<file path="src/rtl/demux_pkg.sv">
`default_nettype none
// ============================================================================
// Module   : demux_pkg
// Purpose  : Shared constants, routing type and select-width helper for the
//            1-to-N stream demultiplexer.
// Contents : MAX_CH      - largest supported channel count
//            DROP_CNT_W  - width of the saturating drop counter
//            route_e     - how the current input word is routed
//            clog2()     - ceil(log2(n)), used to size the select input
// Revision : 1.0 - initial release
// ============================================================================
package demux_pkg;

  localparam int MAX_CH     = 16;
  localparam int DROP_CNT_W = 8;

  typedef enum logic [1:0] {
    ROUTE_UNICAST = 2'd0,
    ROUTE_BCAST   = 2'd1,
    ROUTE_DROP    = 2'd2
  } route_e;

  // ceil(log2(n)) with a minimum of 1 so a 2-channel demux still gets a
  // one-bit select. The bounded loop keeps it usable at elaboration time.
  function automatic int clog2(input int n);
    int r;
    r = 1;
    for (int i = 1; i < 31; i++) begin
      if ((1 << i) < n) r = i + 1;
    end
    return r;
  endfunction

endpackage : demux_pkg
`default_nettype wire

</file>
<file path="src/rtl/demux_chan_buf.sv">
`default_nettype none
// ============================================================================
// Module   : demux_chan_buf
// Purpose  : One-entry output register for a single demux channel.
// Ports    : clk, rst       - clock, synchronous active-high reset
//            load           - write load_data into the register this cycle
//            load_data      - payload to store
//            ready          - downstream ready for this channel
//            valid          - register holds a word
//            data           - stored payload (changes only on a load)
//            free_or_drain  - register can take a new word this cycle
// Revision : 1.0 - initial release
// ============================================================================
module demux_chan_buf #(
  parameter int DATA_W = 8
) (
  input  logic              clk,
  input  logic              rst,
  input  logic              load,
  input  logic [DATA_W-1:0] load_data,
  input  logic              ready,
  output logic              valid,
  output logic [DATA_W-1:0] data,
  output logic              free_or_drain
);

  logic              r_valid;
  logic [DATA_W-1:0] r_data;

  // A load wins over a release so a word arriving while the old one drains
  // keeps valid high with no bubble.
  always_ff @(posedge clk) begin
    if (rst) begin
      r_valid <= 1'b0;
      r_data  <= '0;
    end else if (load) begin
      r_valid <= 1'b1;
      r_data  <= load_data;
    end else if (r_valid && ready) begin
      r_valid <= 1'b0;
    end
  end

  assign valid         = r_valid;
  assign data          = r_data;
  assign free_or_drain = ~r_valid | ready;

endmodule : demux_chan_buf
`default_nettype wire

</file>
<file path="src/rtl/stream_demux_1_n.sv">
`default_nettype none
// ============================================================================
// Module   : stream_demux_1_n
// Purpose  : Valid/ready stream demultiplexer from one input to NUM_CH
//            registered output channels, with broadcast and a saturating
//            counter of words dropped for an out-of-range select.
// Ports    : clk, rst   - clock, synchronous active-high reset
//            in_valid   - input word valid
//            in_ready   - input word accepted this cycle
//            in         - input payload
//            sel        - destination channel index
//            bcast      - send the word to every channel (sel ignored)
//            y          - channel payloads, channel c at [c*DATA_W +: DATA_W]
//            y_valid    - per-channel valid
//            y_ready    - per-channel ready
//            err        - one-cycle pulse after an out-of-range word is dropped
//            drop_cnt   - saturating count of dropped words
// Revision : 1.0 - initial release
// ============================================================================
module stream_demux_1_n
  import demux_pkg::*;
#(
  parameter int NUM_CH = 8,
  parameter int DATA_W = 8,
  parameter int SEL_W  = clog2(NUM_CH)
) (
  input  logic                     clk,
  input  logic                     rst,
  input  logic                     in_valid,
  output logic                     in_ready,
  input  logic [DATA_W-1:0]        in,
  input  logic [SEL_W-1:0]         sel,
  input  logic                     bcast,
  output logic [NUM_CH*DATA_W-1:0] y,
  output logic [NUM_CH-1:0]        y_valid,
  input  logic [NUM_CH-1:0]        y_ready,
  output logic                     err,
  output logic [DROP_CNT_W-1:0]    drop_cnt
);

  localparam logic [DROP_CNT_W-1:0] C_CNT_MAX = '1;

  route_e            w_route;
  logic              w_sel_in_range;
  logic              w_accept;
  logic              w_drop;
  logic [NUM_CH-1:0] w_free;
  logic [NUM_CH-1:0] w_load;

  logic                  r_err;
  logic [DROP_CNT_W-1:0] r_drop_cnt;

  assign w_sel_in_range = (int'(sel) < NUM_CH);

  always_comb begin
    w_route = ROUTE_DROP;
    if (bcast) begin
      w_route = ROUTE_BCAST;
    end else if (w_sel_in_range) begin
      w_route = ROUTE_UNICAST;
    end
  end

  // in_ready is a function of the routing and channel occupancy only, never
  // of in_valid; out-of-range words are always taken so they can be dropped.
  always_comb begin
    in_ready = 1'b0;
    if (!rst) begin
      case (w_route)
        ROUTE_BCAST:   in_ready = &w_free;
        ROUTE_UNICAST: in_ready = w_free[sel];
        default:       in_ready = 1'b1;
      endcase
    end
  end

  assign w_accept = in_valid & in_ready;
  assign w_drop   = w_accept & (w_route == ROUTE_DROP);

  generate
    for (genvar c = 0; c < NUM_CH; c++) begin : g_chan
      assign w_load[c] = w_accept &
                         ((w_route == ROUTE_BCAST) ||
                          ((w_route == ROUTE_UNICAST) && (sel == SEL_W'(c))));

      demux_chan_buf #(
        .DATA_W (DATA_W)
      ) u_buf (
        .clk           (clk),
        .rst           (rst),
        .load          (w_load[c]),
        .load_data     (in),
        .ready         (y_ready[c]),
        .valid         (y_valid[c]),
        .data          (y[c*DATA_W +: DATA_W]),
        .free_or_drain (w_free[c])
      );
    end
  endgenerate

  always_ff @(posedge clk) begin
    if (rst) begin
      r_err      <= 1'b0;
      r_drop_cnt <= '0;
    end else begin
      r_err <= w_drop;
      if (w_drop && (r_drop_cnt != C_CNT_MAX)) begin
        r_drop_cnt <= r_drop_cnt + 1'b1;
      end
    end
  end

  assign err      = r_err;
  assign drop_cnt = r_drop_cnt;

endmodule : stream_demux_1_n
`default_nettype wire

</file>
<file path="config.mk">
export PLATFORM = sky130hd
export DESIGN_NAME = stream_demux_1_n
export DESIGN_NICKNAME = d
export VERILOG_FILES = /design/src/rtl/demux_pkg.sv /design/src/rtl/demux_chan_buf.sv /design/src/rtl/stream_demux_1_n.sv
export SDC_FILE = /design/constraint.sdc
export NUM_CORES = 1
export LEC_CHECK = 0
export CAP_MARGIN = 10
export CORE_MARGIN = 2
export CORE_UTILIZATION = 55
export DETAILED_ROUTE_END_ITERATION = 10
export DONT_BUFFER_PORTS = 1
export PLACE_DENSITY = 0.7
export SLEW_MARGIN = 20
export SYNTH_ARGS = -nofsm -noshare
export SYNTH_HDL_FRONTEND = slang
export SYNTH_SLANG_ARGS = --single-unit
export TNS_END_PERCENT = 100
</file>
<file path="constraint.sdc">
create_clock -name clk -period 2.6 [get_ports clk]
set_input_delay 0.52 -clock clk [delete_from_list [all_inputs] [get_ports clk]]
set_output_delay 0.52 -clock clk [all_outputs]
set_load 0.01 [all_outputs]
</file>
# Word-level counts from Yosys, hierarchy flattened
# Index checks and enable logic that the tools add are counted.
# op_classes
n_lt_le_gt_ge,1
div_mod_pow,0
mux,21
multipliers,0
addsub,1
n_eq_ne,10
shifts,0
n_reduce_logical,36
bitwise_logic,26
# op_table
cell,n
2-to-1 mux 1 bit,19
logical AND 1 bit,17
nonzero test 2 bit,8
"== test 3 bit, second input constant",4
bitwise AND 1 bit,10
"adder 8 x 1 -> 8 bit, second input constant",1
logical OR 1 bit,8
"inequality test 8 bit, second input constant",1
NOT 1 bit,8
bitwise OR 1 bit,8
AND reduction 8 bit,1
"== test 3 x 2 -> 1 bit, second input constant",2
"less-than comparator 3 x 4 -> 1 bit, second input constant",1
binary-select mux 1 bit (select 3 bit),1
"== test 3 x 1 -> 1 bit, second input constant",1
zero test 3 bit,1
"== test 2 x 1 -> 1 bit, second input constant",1
"== test 2 bit, second input constant",1
zero test 2 bit,1
case mux 1 bit (2 select lines),1
# totals
in_bits,23
word_cells,113
n_memories,0
latchBits,0
ram_bits,0
rom_bits,0
register_bits,81
output_inout_bits,82

# Depth between registers and ports, before layout
# logic_depth
word_depth,9
ltp_mapped,8

# Cells and area by module
# A second synthesis with hierarchy kept.
# unflattened
hier_cells,290
area_unflattened_um2,2984.1
# by_module_without_submodules
mod,cells_per_inst,area_per_inst_um2,seq_area_each_um2,n_inst
demux_chan_buf,30,321.6,180.2,8
stream_demux_1_n,50,411.6,0.0,1

# Worst setup path after synthesis
# OpenSTA, ideal clock, no wires.
# synth_path
kind,input -> register
start,input sel[1]
end,register g_chan[0].u_buf.r_data[0]
path_slack_ns,0.485
t_required_ns,2.528
cell_stages,8
arrival_time_ns,2.044
setup_time_ns,0.072
path_cell_list,buf_6 or3b_1 a21o_1 and3_4 buf_6 o32ai_2 buf_6 mux2i_1
# synth_via
elab_chain_len,6
word_cells_on_any_way,9
classes_between,mux (4); bitwise (2); reduce/logical (3)
# synth_rtl
element,line_no,rtl
start: declaration,stream_demux_1_n.sv:32,"input logic [SEL_W-1:0] sel,"
binary-select mux 1 bit (select 3 bit),stream_demux_1_n.sv:71,ROUTE_UNICAST: in_ready = w_free[sel];
2-to-1 mux 1 bit (implied by the code),stream_demux_1_n.sv:71,
case mux 1 bit (2 select lines),stream_demux_1_n.sv:69,case (w_route)
2-to-1 mux 1 bit,stream_demux_1_n.sv:68,if (!rst) begin
bitwise AND 1 bit,stream_demux_1_n.sv:77,assign w_accept = in_valid & in_ready;
bitwise AND 1 bit (*),stream_demux_1_n.sv:82,assign w_load[c] = w_accept &
end signal: assignment,demux_chan_buf.sv:38,r_data <= load_data;
end: declaration,demux_chan_buf.sv:28,logic [DATA_W-1:0] r_data;
# Every way passes the cells marked *; elsewhere a longest branch is shown, timed or not. The select of a mux whose other input is x is not followed.
# A chain may end at the register's enable or synchronous reset.

# Worst setup path in the final report
# layout_path
start,register g_chan[4].u_buf.r_valid
end,output in_ready
# layout_via
elab_chain_len,6
word_cells_on_any_way,7
classes_between,mux (4); bitwise (2); reduce/logical (1)
# layout_rtl
element,line_no,rtl
start: declaration,demux_chan_buf.sv:27,logic r_valid;
start signal: assignment,demux_chan_buf.sv:34,r_valid <= 1'b0;
start signal: assignment,demux_chan_buf.sv:37,r_valid <= 1'b1;
start signal: assignment,demux_chan_buf.sv:40,r_valid <= 1'b0;
NOT 1 bit (*),demux_chan_buf.sv:46,assign free_or_drain = ~r_valid | ready;
bitwise OR 1 bit (*),demux_chan_buf.sv:46,
binary-select mux 1 bit (select 3 bit),stream_demux_1_n.sv:71,
2-to-1 mux 1 bit (implied by the code),stream_demux_1_n.sv:71,
case mux 1 bit (2 select lines) (*),stream_demux_1_n.sv:69,
2-to-1 mux 1 bit (*),stream_demux_1_n.sv:68,
end: declaration,stream_demux_1_n.sv:30,"output logic in_ready,"
# Marked as above.

==> impl_results.md <==
- Fillcell total: ~530
- Count of final setup violators: 0
- CP Capture Type: output pin
- Synth-to-layout area growth: 3.586%
- Final min period: around 2000 ps
- CTS tree: yes
- Area leader, netlist: dfxtp_1
- Number of distinct library cells after synthesis: 31
- Vias/cell: about 5.5
- RSZ-0062 raised after global routing: no
- Yosys warns: 0
- Post-Syn Instances: 316
- CP Data Arrival Time: approximately 1500 ps
- Setup TNS: 0 ps
- DRT iter0 DRCs: 149
- Post-Syn Area: ~0.0033 sq mm
- DRC: 0
- Final hold viol count: 0
- Fin worst setup slack: a little under 600 ps
- Achievable frequency: between 400 and 500 MHz
- CP Data Required Time: ~2100 ps
- M2 GR Usage: 0.3215
- Routed len/inst: around 18 microns
- Nets: 320
- Number of synthesized register bits: 72
- Clock sinks: between 70 and 80
- Clock slew at reported path FFs: around 80 ps
- Top cell type's share of synthesized area: 0.4395
- Post-synthesis average cell area: about 10 sq um
- Global route overflow: 0
- Die Wd: 81.22 microns
- Final WL: between 6 and 7 mm
- Startpoint types: flip-flop
- # rows: 28
- Max IR drop VDD: ~0.36 mV
- Initial antenna violation count: 0
- HPWL Detailed: 4.604 mm
- Post-CTS sizing: 0
- Static Leakage: roughly 0.0016 uW
- Die area: between 0.006 and 0.007 sq mm
- Via Count: about 2100
- Final period utilization: 0.7736
- Tot GR Track Use: 0.2168
- CTS Hold Buffers Added: 0
- Skew final: between 7 and 8 ps
- GP Congestion: 0.7421
- # Post-CTS Setup Buffers: 0
- Via count of the first global-routing pass: 2036
- HP Class: in -> reg
- Iteration count of the initial detailed-routing pass: 4
- Root Driver: clkbuf_8
- Crit-path max FO: 3
- Num CTS Buffers: 9
- Die extent in y: 81.22 microns
- Pin count of the biggest net entering global routing: 83
- Critical path type: reg -> out
- Layer carrying the most global-route usage: met2
- Skew-Pair Late Insertion Delay: 340 ps
- Max-slew violation count: 0
- M1 GR Usage: 0.2851
- Max cap viols: 0
- Max clock buf depth: 2
- Status: complete, no violations
- Register area share after synthesis: 0.4395
- Antenna diodes: 0
- Core area: about 0.006 sq mm
- H-tree Lvls: 3
- I/O Buffers: 0
- Detail Route Antenna Nets: 0
- Starting density of the core: 0.5605
- Grt met3 use: 0.07556
- PD cells: approximately 710 mW/mm^2
- Setup WS pre-CTS: roughly 480 ps
- Largest cells by area after synthesis: dfxtp_1 44%, mux2i_1 20%, nand2b_1 15%
- Layout cell share with drive strength beyond 1: 0.1159
- First-pass GRT wire length: ~11 mm
- Io pins: approximately 110
## layer usage
| layer | vias to the layer above | share of wire |
|---|---|---|
| met5 | - | 0 |
| met4 | 0 | 0.014 |
| met3 | 11 | 0.089 |
| met2 | 80 | 0.46 |
| met1 | 983 | 0.44 |
| li1 | 994 | - |
## final timing paths
path	start	slack, ps	cells after the start	end
worst max-delay path	g_chan[4].u_buf.valid	590	4	in_ready
worst min register to register	g_chan[4].u_buf.data[7]	520	2	g_chan[4].u_buf.data[7]
worst max register to register	g_chan[4].u_buf.valid	630	6	g_chan[2].u_buf.data[7]
worst min-delay path	rst	250	1	g_chan[4].u_buf.valid
## stage by stage
stage	util	cells	area (sq um)	hold slack [ps]	power, uW
floorplan	-	324	3309	469.3	1438
global placement	0.5415	361	3168	507.0	1439
detailed placement	0.5415	361	3168	510.1	1441
CTS	0.5806	377	3397	221.3	2445
global route	0.5806	377	3397	222.9	2506
finish	0.5806	377	3397	245.1	2415
## critical path, stage by stage (launching register included)
cell and delay, ps:
dfxtp_1 400, or3b_1 360, a21o_1 200, nand2_1 60
nand3_1 120
## where the power goes
group	switching (uW)	internal, uW	total [uW]	leakage [uW]
clock network	431	572	1000	0.000117
registers	61.4	1150	1220	0.000585
logic	99.5	97.7	197	0.000876
total	592	1820	2420	0.00158
## logic make-up (layout without fill, tap and decap cells)
kind of cell    after synthesis  count (layout)  synth area share
mux                          64              64            0.1953
buf+inv                      50              28           0.09691
compound gates               22              22           0.06181
flops                        72              72            0.4395
other cells                   1               9          0.001144
simple gates                107             107            0.2053
## Yosys cell counts (all sizes together)
cell     n
a21o     1
a21oi    9
nand2    2
nor2     3
nor2b    1
or3b     1
o2111a   2
nand2b  81
and3     4
inv      2
nand4b   2
and3b    1
nand3    4
conb     1
nor4b    1
and4     2
a31o     2
and2     1
dfxtp   72
a31oi    2
o32ai    6
mux2i   64
buf     38
nor3     2
clkbuf  10
nand3b   1
nand4    1
## state kept, by name, summed over array words and instances (netlist names)
| register | flops |
|---|---|
| g_chan.u_buf.data | 64 |
| g_chan.u_buf.valid | 8 |
## cells in the final DEF, fill, tap and decap left out, types with 2 or more instances in the layout
cell type	synthesis	layout
a21oi_1	9	9
buf_4	17	10
and4_1	2	2
nor3_1	2	2
o32ai_2	6	6
a31oi_1	2	2
nand2b_1	81	81
nand2_1	2	2
inv_1	2	2
conb_1	1	9
nand4b_1	2	2
dfxtp_1	72	72
and3_1	3	3
clkinv_4	0	2
bufinv_16	0	2
clkbuf_8	0	10
mux2i_1	64	64
nor2_1	3	3
nand3_1	4	4
a31o_2	2	2
o2111a_1	2	2
## cell type report
| type | instances | area [sq um] | area share |
|---|---|---|---|
| Multi-Input combinational cell | 202 | 1550 | 0.4564 |
| Sequential cell | 72 | 1441 | 0.4243 |
| Clock inverter | 6 | 91.34 | 0.02689 |
| Inverter | 2 | 7.507 | 0.002210 |
| Clock buffer | 10 | 137.6 | 0.04052 |
| Timing Repair Buffer | 10 | 75.07 | 0.02210 |
| Tap cell | 75 | 93.84 | 0.02762 |
Note: power is estimated with default switching activity, not from simulation.
